--- src/rtl/lc3b_types.sv ---
// Shared LC-3b memory-side types used by the eviction write buffer.
package lc3b_types;

   typedef logic [15:0]  lc3b_word;
   typedef logic [127:0] lc3b_mem_data;
   typedef logic [11:0]  lc3b_line_tag;

   // Write-buffer controller states.
   typedef enum logic [1:0] {
      WB_IDLE,
      WB_RESP,
      WB_DRAIN,
      WB_FILL
   } wb_state_t;

   // Number of byte-offset bits inside a 16-byte line.
   localparam int LC3B_LINE_OFFSET_BITS = 4;

   // Line tag of a byte address (drops the in-line offset).
   function automatic lc3b_line_tag line_tag(input lc3b_word addr);
      return addr[15:LC3B_LINE_OFFSET_BITS];
   endfunction

   // Line-aligned physical address for a tag.
   function automatic lc3b_word line_address(input lc3b_line_tag tag);
      return {tag, {LC3B_LINE_OFFSET_BITS{1'b0}}};
   endfunction

endpackage

--- src/rtl/eviction_buffer_array.sv ---
// Storage for the eviction write buffer: line data, tags, valid bits,
// FIFO head/tail/count and the parallel tag compare used by lookups.
// DEPTH must be a power of two (>= 2) so the pointers wrap for free.
module eviction_buffer_array
   import lc3b_types::*;
#(
   parameter int DEPTH = 4,
   parameter int PTR_W = $clog2(DEPTH)
) (
   input  logic               clk,
   input  logic               reset_n,
   input  lc3b_line_tag       lookup_tag,
   input  lc3b_mem_data       wdata,
   input  logic               push,
   input  logic               update,
   input  logic [PTR_W-1:0]   update_index,
   input  logic               pop,
   output logic               hit,
   output logic [PTR_W-1:0]   hit_index,
   output lc3b_mem_data       hit_data,
   output lc3b_line_tag       head_tag,
   output lc3b_mem_data       head_data,
   output logic               full,
   output logic               empty
);

   localparam logic [PTR_W-1:0] PTR_ONE = PTR_W'(1);
   localparam logic [PTR_W:0]   CNT_ONE = (PTR_W + 1)'(1);
   localparam logic [PTR_W:0]   CNT_MAX = (PTR_W + 1)'(DEPTH);

   lc3b_mem_data        data_q  [DEPTH];
   lc3b_line_tag        tag_q   [DEPTH];
   logic [DEPTH-1:0]    valid_q;
   logic [PTR_W-1:0]    head_q;
   logic [PTR_W-1:0]    tail_q;
   logic [PTR_W:0]      count_q;

   // Parallel tag compare; the controller never lets two entries share a tag.
   always_comb begin
      hit       = 1'b0;
      hit_index = '0;
      for (int i = 0; i < DEPTH; i++) begin
         if (valid_q[i] && (tag_q[i] == lookup_tag)) begin
            hit       = 1'b1;
            hit_index = PTR_W'(i);
         end
      end
   end

   assign hit_data  = data_q[hit_index];
   assign head_tag  = tag_q[head_q];
   assign head_data = data_q[head_q];
   assign full      = (count_q == CNT_MAX);
   assign empty     = (count_q == '0);

   // Line data: appended at the tail or coalesced into a matching entry.
   always_ff @(posedge clk) begin
      if (push) begin
         data_q[tail_q] <= wdata;
      end else if (update) begin
         data_q[update_index] <= wdata;
      end
   end

   // Valid bits, tags and FIFO bookkeeping; reset discards every entry.
   always_ff @(posedge clk or negedge reset_n) begin
      if (!reset_n) begin
         valid_q <= '0;
         head_q  <= '0;
         tail_q  <= '0;
         count_q <= '0;
         for (int i = 0; i < DEPTH; i++) begin
            tag_q[i] <= '0;
         end
      end else begin
         if (push) begin
            valid_q[tail_q] <= 1'b1;
            tag_q[tail_q]   <= lookup_tag;
            tail_q          <= tail_q + PTR_ONE;
         end
         if (pop) begin
            valid_q[head_q] <= 1'b0;
            head_q          <= head_q + PTR_ONE;
         end
         case ({push, pop})
            2'b10:   count_q <= count_q + CNT_ONE;
            2'b01:   count_q <= count_q - CNT_ONE;
            default: count_q <= count_q;
         endcase
      end
   end

endmodule

--- src/rtl/eviction_write_buffer.sv ---
// Posted write-back buffer between the victim cache and physical memory.
// Evictions are absorbed in one cycle and drained in FIFO order whenever
// the upstream side is quiet; read misses are served from buffered lines
// when the line is present, otherwise forwarded to memory.
//
// Handshake: upstream holds mem_read/mem_write (with address/data) until it
// sees the one-cycle mem_resp pulse and must drop the request on the cycle
// after that pulse. Downstream, pmem_read/pmem_write stay asserted with
// stable address/data until pmem_resp is seen at a rising edge.
module eviction_write_buffer
   import lc3b_types::*;
#(
   parameter int DEPTH = 4
) (
   input  logic         clk,
   input  logic         reset_n,
   input  logic         mem_read,
   input  logic         mem_write,
   input  logic [15:0]  mem_address,
   input  logic [127:0] mem_wdata,
   output logic         mem_resp,
   output logic [127:0] mem_rdata,
   output logic         pmem_read,
   output logic         pmem_write,
   output logic [15:0]  pmem_address,
   output logic [127:0] pmem_wdata,
   input  logic [127:0] pmem_rdata,
   input  logic         pmem_resp,
   output logic         buf_empty,
   output logic         buf_full
);

   localparam int PTR_W = $clog2(DEPTH);

   wb_state_t           state;
   wb_state_t           next_state;

   logic                hit;
   logic [PTR_W-1:0]    hit_index;
   lc3b_mem_data        hit_data;
   lc3b_line_tag        head_tag;
   lc3b_mem_data        head_data;
   lc3b_line_tag        req_tag;

   logic                push;
   logic                update;
   logic                pop;
   logic                load_hit;
   logic                load_fill;
   logic                addr_offset_unused;

   assign req_tag            = line_tag(mem_address);
   assign addr_offset_unused = ^mem_address[LC3B_LINE_OFFSET_BITS-1:0];

   eviction_buffer_array #(
      .DEPTH (DEPTH),
      .PTR_W (PTR_W)
   ) u_array (
      .clk          (clk),
      .reset_n      (reset_n),
      .lookup_tag   (req_tag),
      .wdata        (mem_wdata),
      .push         (push),
      .update       (update),
      .update_index (hit_index),
      .pop          (pop),
      .hit          (hit),
      .hit_index    (hit_index),
      .hit_data     (hit_data),
      .head_tag     (head_tag),
      .head_data    (head_data),
      .full         (buf_full),
      .empty        (buf_empty)
   );

   // State register.
   always_ff @(posedge clk or negedge reset_n) begin
      if (!reset_n) begin
         state <= WB_IDLE;
      end else begin
         state <= next_state;
      end
   end

   // Next-state and buffer control; a write wins over a simultaneous read.
   always_comb begin
      next_state = state;
      push       = 1'b0;
      update     = 1'b0;
      pop        = 1'b0;
      load_hit   = 1'b0;
      load_fill  = 1'b0;
      case (state)
         WB_IDLE: begin
            if (mem_write) begin
               if (hit) begin
                  update     = 1'b1;
                  next_state = WB_RESP;
               end else if (!buf_full) begin
                  push       = 1'b1;
                  next_state = WB_RESP;
               end else begin
                  // Request stays pending; retried here once a slot frees.
                  next_state = WB_DRAIN;
               end
            end else if (mem_read) begin
               if (hit) begin
                  load_hit   = 1'b1;
                  next_state = WB_RESP;
               end else begin
                  next_state = WB_FILL;
               end
            end else if (!buf_empty) begin
               next_state = WB_DRAIN;
            end
         end
         WB_DRAIN: begin
            if (pmem_resp) begin
               pop        = 1'b1;
               next_state = WB_IDLE;
            end
         end
         WB_FILL: begin
            if (pmem_resp) begin
               load_fill  = 1'b1;
               next_state = WB_RESP;
            end
         end
         WB_RESP: begin
            next_state = WB_IDLE;
         end
         default: begin
            next_state = WB_IDLE;
         end
      endcase
   end

   // Registered read line, from the buffer on a hit or memory on a fill.
   always_ff @(posedge clk or negedge reset_n) begin
      if (!reset_n) begin
         mem_rdata <= '0;
      end else if (load_hit) begin
         mem_rdata <= hit_data;
      end else if (load_fill) begin
         mem_rdata <= pmem_rdata;
      end
   end

   // Moore output decode; address/data are zero outside DRAIN and FILL.
   always_comb begin
      mem_resp     = (state == WB_RESP);
      pmem_write   = (state == WB_DRAIN);
      pmem_read    = (state == WB_FILL);
      pmem_address = '0;
      pmem_wdata   = '0;
      if (state == WB_DRAIN) begin
         pmem_address = line_address(head_tag);
         pmem_wdata   = head_data;
      end else if (state == WB_FILL) begin
         pmem_address = line_address(req_tag);
      end
   end

endmodule
--- config.mk ---
export PLATFORM = sky130hd
export DESIGN_NAME = eviction_write_buffer
export DESIGN_NICKNAME = d
export VERILOG_FILES = /design/src/rtl/lc3b_types.sv /design/src/rtl/eviction_buffer_array.sv /design/src/rtl/eviction_write_buffer.sv
export SDC_FILE = /design/constraint.sdc
export NUM_CORES = 1
export LEC_CHECK = 0
export CAP_MARGIN = 0
export CORE_MARGIN = 2
export CORE_UTILIZATION = 65
export DETAILED_ROUTE_END_ITERATION = 16
export DONT_BUFFER_PORTS = 1
export PLACE_DENSITY = 0.81
export SYNTH_ARGS = -nofsm -noshare
export SYNTH_HDL_FRONTEND = slang
export SYNTH_SLANG_ARGS = --single-unit
--- constraint.sdc ---
create_clock -name clk -period 19.8 [get_ports clk]
set_input_delay 1.98 -clock clk [delete_from_list [all_inputs] [get_ports clk]]
set_output_delay 1.98 -clock clk [all_outputs]
set_load 0.05 [all_outputs]
== Yosys cells after proc, flatten, opt, wreduce, memory -nomap -nowiden ==
Memory sizes are Yosys's and may differ from the RTL's.
Cells that the tools add are included.

* Word-level logic and storage cells: 108
* Bits in latches: 0
* Memory bits (writable): 512
* Output and inout bits: 277
* Memories kept: 1
* Bits in read-only memories: 0
* Register bits after elaboration: 189

* Equality and inequality tests: 13
* $add $sub $neg: 4
* Order comparisons: 7
* Divide/modulo/power cells: 0
* Reductions and logical operators: 13
* Shift operators: 0
* Multipliers: 0
* Bitwise operators: 5
* Muxes and demuxes: 55

{| class="wikitable"
|+ Memories
! name !! words !! bits a word !! read ports !! clocked after Yosys merged registers in !! wr ports !! line !! RTL
|-
| u_array.data_q || 4 || 128 || 2 || 0 || 1 || eviction_buffer_array.sv:31 || <nowiki>lc3b_mem_data data_q [DEPTH];</nowiki>
|}

{| class="wikitable"
|+ Operators by type and width
! operator !! number
|-
| $mux 128 || 4
|-
| $reduce_or 128->1 || 1
|-
| $bwmux 48 || 1
|-
| $eq 12x12->1 || 4
|-
| $mux 12 || 3
|-
| $mux 16 || 2
|-
| $mux 1 || 26
|-
| $bmux 12 s2 || 1
|-
| $demux 12 s2 || 1
|-
| $mux 2 || 11
|-
| $mux 4 || 2
|-
| $pmux 2 s4 || 1
|-
| $logic_and 1x1->1 || 7
|-
| $eq 2x2->1 const B || 3
|-
| $ge 3x3->1 const B || 2
|-
| $lt 2x3->1 const B || 2
|-
| $not 2->3 || 2
|-
| $pmux 3 s2 || 1
|-
| $add 2x1->2 const B || 2
|-
| $and 4x4->4 || 1
|-
| $demux 1 s2 || 2
|-
| $eq 2x1->1 const B || 2
|-
| $ge 2x1->1 const B || 2
|-
| $ne 2x1->1 const B || 2
|-
| other kinds (11) || 12
|}

== Depth between registers and ports, before layout ==
* Depth after elaboration: 14
* Mapped depth: 13
* Depth with buffers taken out: 11

== Cells and area by module ==
Synthesis repeated with hierarchy kept, for this count alone.

* Cell total of the unflattened synthesis: 2438
* Area total of the unflattened synthesis: 34809.6 µm²

{| class="wikitable"
|+ Modules (own cells, without submodules)
! module !! cells each !! instances !! seq. area each (µm²) !! area each (µm²)
|-
| eviction_buffer_array || 1832 || 1 || 16851.2 || 27248.6
|-
| eviction_write_buffer || 606 || 1 || 3253.1 || 7561.0
|}

== Least setup slack after synthesis ==
Ideal clock, no wire load.

* Path kind: input-to-reg
* Start: in mem_address[12]
* End: mem u_array.data_q[2][0] in the netlist's numbering (enable)
* Setup slack: 6135 ps
* Stages: 9
* Arrival time: 12866 ps
* Buffers on the path: 3
* Library setup time: 799 ps
* Cells stage by stage: buf_2 -> xnor2_1 -> nand4_1 -> or4_1 -> buf_2 -> buf_2 -> a21oi_1 -> a2bb2oi_2 -> nor3b_1

* Cells in the longest elaborated chain, start to end: 14
* Elaborated cells on any way between the ends: 29

{| class="wikitable"
|+ Ends and longest elaborated chain
! what !! line !! RTL
|-
| from (decl) || eviction_write_buffer.sv:19 || <nowiki>input logic [15:0] mem_address,</nowiki>
|-
| $eq 12x12->1 || eviction_buffer_array.sv:43 || <nowiki>if (valid_q[i] && (tag_q[i] == lookup_tag)) begin</nowiki>
|-
| $logic_and 1x1->1 || eviction_buffer_array.sv:43 ||
|-
| $mux 1 (4 in a row) || eviction_buffer_array.sv:43 ||
|-
| $mux 1 || eviction_write_buffer.sv:96 || <nowiki>if (hit) begin</nowiki>
|-
| $mux 1 || eviction_write_buffer.sv:95 || <nowiki>if (mem_write) begin</nowiki>
|-
| $mux 1 || eviction_write_buffer.sv:93 || <nowiki>case (state)</nowiki>
|-
| $mux 1 || eviction_buffer_array.sv:60 || <nowiki>end else if (update) begin</nowiki>
|-
| $mux 1 || eviction_buffer_array.sv:58 || <nowiki>if (push) begin</nowiki>
|-
| $mux 1 (not written as such) || eviction_buffer_array.sv:61 || <nowiki>data_q[update_index] <= wdata;</nowiki>
|-
| $reduce_or 128->1 (no source line) || n/a ||
|-
| $mux 2 (no source line) or $mux 1 (tied branches) || n/a ||
|-
| to (decl) || eviction_buffer_array.sv:31 ||
|}

Parallel ways exist; a longest one is shown, timed or not.

== Worst setup path in the final report ==
* Start: reg u_array.head_q[0]
* End: out pmem_wdata[18]

* Cells in the longest elaborated chain, start to end: 2

{| class="wikitable"
|+ Ends and longest elaborated chain
! what !! line !! RTL
|-
| from (decl) || eviction_buffer_array.sv:34 || <nowiki>logic [PTR_W-1:0] head_q;</nowiki>
|-
| from (signal assigned) || eviction_buffer_array.sv:83 || <nowiki>head_q <= head_q + PTR_ONE;</nowiki>
|-
| $mem_v2 4x128 || n/a ||
|-
| $mux 128 || eviction_write_buffer.sv:156 || <nowiki>if (state == WB_DRAIN) begin</nowiki>
|-
| to (decl) || eviction_write_buffer.sv:26 || <nowiki>output logic [127:0] pmem_wdata,</nowiki>
|}

Every way passes these cells.

==> impl_metrics.ini <==
[die]
die_w_um = 228.6
core_um2 = 49970
rows = 82
io_pins = 554
die_h_um = 228.6
dieArea_um2 = 52260
floorplan.initialDensity_pct = 65.62

[critical_path]
crit_top_cell = buf_4
critPathMaxFanout = 56
path_class = register to primary output
worst-path-stages = 4
reg2reg_from = u_array.tag_q[24]$_DFFE_PN0P_
critical_path.cell_chain = buf_4, buf_4, mux4_2, and2_1
critPathCaptureType = primary output
r2r_cells = 8
startpoint = u_array.head_q[0]$_DFFE_PN0P_
cp_num_buf_inv = 2
path_delay_family = buffers and inverters
critPathSlowestCell = dfrtp_4
cp.required_ns = 17.82
start_kind = register
arrival_ns = 4.23
max_stage_delay_ns = 0.98

[drt]
wl_per_cell_um = 31.37
drtPass1Iterations = 5
vias = 21400
vias_per_cell = 7.225
drtAntennaViolNets = 0
drc = 0
drt-initial-drc-count = 2497
finalWirelength_mm = 92.93

[sta]
slew_headroom_pct = 18.20
post-route-period-util_pct = 31.36
rsz0062_at_grt = no
fin_skew_ns = 0.02309
fin_crit_ns = 6.210
holdWs_ns = 0.5133
drv_slew = 0
setup_viol = 0
worst_pin_slew_ns = 1.227
fin_setup_tns_ns = 0
maxClockFrequency_ghz = 0.1610
final-hold-violation-count = 0

[synth]
yosysWarnings = 0
syn_avg_cell_area_um2 = 14.08
synth_edf_count = 512
syn_area_um2 = 32790
ys_seq_elements = 701
synth_seq_area_share_pct = 61.32
synth_cell_type_count = 47
synth_top_flop_cell = edfxtp_1
postSynthCellCount = 2329
synthArstFlopShare_pct = 26.96

[clock_network]
clock-sinks = 701
cts.path.max_buffers = 3
path_clk_slew_ns = 0.06
cts_root_buffer = clkbuf_16
htree_levels = 3
clkLatencyLatePin_ns = 0.62
postCtsSetupRepairBufs = 0
cts_tree = yes
cts_hold_buf = 0
cts_resized = 0
cts_made_buffers = 73

[global_routing]
grt_usage_pct = 35.57
grt_max_degree = 190
grt_pass1_wl_mm = 139.2
grt_overflow = 0
met2_usage_pct = 56.83
antenna_found_initial = 3
grt_pass1_vias = 22120
met3_usage_pct = 11.54
grt_most_used_layer = met2
met1_usage_pct = 44.87

[cells_and_area]
drive_above_1_share_pct = 13.25
fin_area_um2 = 35380
nets = 2516
syn_to_final_growth_pct = 7.907
fin_util_pct = 70.81

[power_and_ir_drop]
finalPower_mw = 5.704
powerDensity_nw_per_um2 = 161.2
p_leak_nw = 13.05
ir_drop_mv = 0.1087

[placement]
place_area_um2 = 33050
io_buffers = 0
place.gp.congestion = 0.8957
dpl.hpwl_mm = 53.26

[min_path]
worstHoldPathCells = 1
hold_start = u_array.count_q[2]$_DFFE_PN0P_
hp-class = register to register

[run_status]
status = complete, no violations

[job]
cap_violations = 0
synth_stat cells, drive strengths merged, types with 2 or more instances:
library cell	count	share of area, %
edfxtp	512	47
nand2	302	3.5
dfrtp	189	14
and2	169	3.2
mux2i	141	4.3
mux4	140	9.6
nor2	134	1.5
clkbuf	130	1.5
a311o	128	3.9
a22oi	93	2.1
a211oi	89	2.0
buf	78	1.3
mux2	49	1.7
a31oi	40	0.76
xnor2	39	1.0
nor2b	14	0.27
xor2	14	0.37
inv	13	0.15
nand4	11	0.21
ha	9	0.34
nor4	6	0.18
nand3	4	0.061
nor3	4	0.061
o21ai	4	0.061
nor4b	2	0.053
path summary, 6_finish.rpt:
| check | endpoint | slack [ns] |
|---|---|---|
| max | pmem_wdata[18] | 13.59 |
| min | u_array.count_q[2]$_DFFE_PN0P_ | 0.51 |
| max in group asynchronous | mem_rdata[82]$_DFFE_PN0P_ | 18.06 |
| min reg2reg | u_array.count_q[2]$_DFFE_PN0P_ | 0.51 |
| min in group asynchronous | u_array.tag_q[40]$_DFFE_PN0P_ | 1.08 |
| max reg2reg | u_array.data_q[0][33]$_DFFE_PP_ | 14.72 |
layout make-up:
cell class / instances / area (um^2)
repair buffers: 30 / 262.8
multi-input cells: 1410 / 11790
fillers: 3179 / 14590
clock inverters: 27 / 249.0
well taps: 672 / 840.8
diodes: 3 / 7.507
clock buffers: 106 / 2073
flip-flops and latches: 701 / 20110
inverters: 13 / 48.80
cell families (layout without fill, tap and decap cells):
| kind of cell | count (synthesis) | count (layout) | synth area share (%) |
|---|---|---|---|
| and+or+nand+nor | 653 | 653 | 9.208 |
| muxes | 330 | 330 | 15.60 |
| buffers and inverters | 221 | 176 | 2.973 |
| adders and majority gates | 10 | 10 | 0.4045 |
| DFF | 701 | 701 | 61.32 |
| xor gates and xnor gates | 53 | 53 | 1.416 |
| AOI/OAI and AO/OA | 360 | 360 | 9.067 |
| other | 1 | 7 | 0.01144 |
worst reg2reg max path: cells and delay by family (launching register included):
family	cells	cell delay, ns
AO/OA/AOI/OAI	1	0.20
XOR/XNOR	1	0.17
AND/OR/NAND/NOR	4	2.09
flip-flops	1	0.44
buffers and inverters	2	1.70
metal layers:
layer / wire [um] / up-vias
met5: 13 / -
met4: 4220 / 2
met3: 11520 / 279
met2: 45060 / 1579
met1: 32110 / 10830
li1: - / 8711
registers in the layout (all words and copies together) (netlist names):
name / flops
u_array.tag_q: 48
u_array.head_q: 2
u_array.data_q: 512
mem_rdata: 128
u_array.valid_q: 4
u_array.tail_q: 2
state: 2
u_array.count_q: 3
cells in the final DEF (no fill, tap or decap), drive strengths merged, types with 93 or more instances in the layout:
cell type	Yosys	layout
nand2	302	302
clkbuf	130	106
nor2	134	134
mux4	140	140
edfxtp	512	512
and2	169	169
a22oi	93	93
a311o	128	128
mux2i	141	141
dfrtp	189	189
report_power, final:
part	leakage, nW	total (mW)	switching [mW]	internal, mW
sequential	6.91	2.70	0.781	1.92
combinational	5.00	1.66	1.03	0.633
clock	1.13	1.34	0.557	0.781
per-stage QoR:
| stage | std cells | setup slack [ns] |
|---|---|---|
| 2_1_floorplan | 2332 | 6.135 |
| 3_3_place_gp | 2826 | 13.16 |
| 3_5_place_dp | 2826 | 13.16 |
| 4_1_cts | 2959 | 13.62 |
| 5_1_grt | 2961 | 13.51 |
| 6_report | 2962 | 13.59 |
No activity file was read; power rests on OpenSTA's default activity.
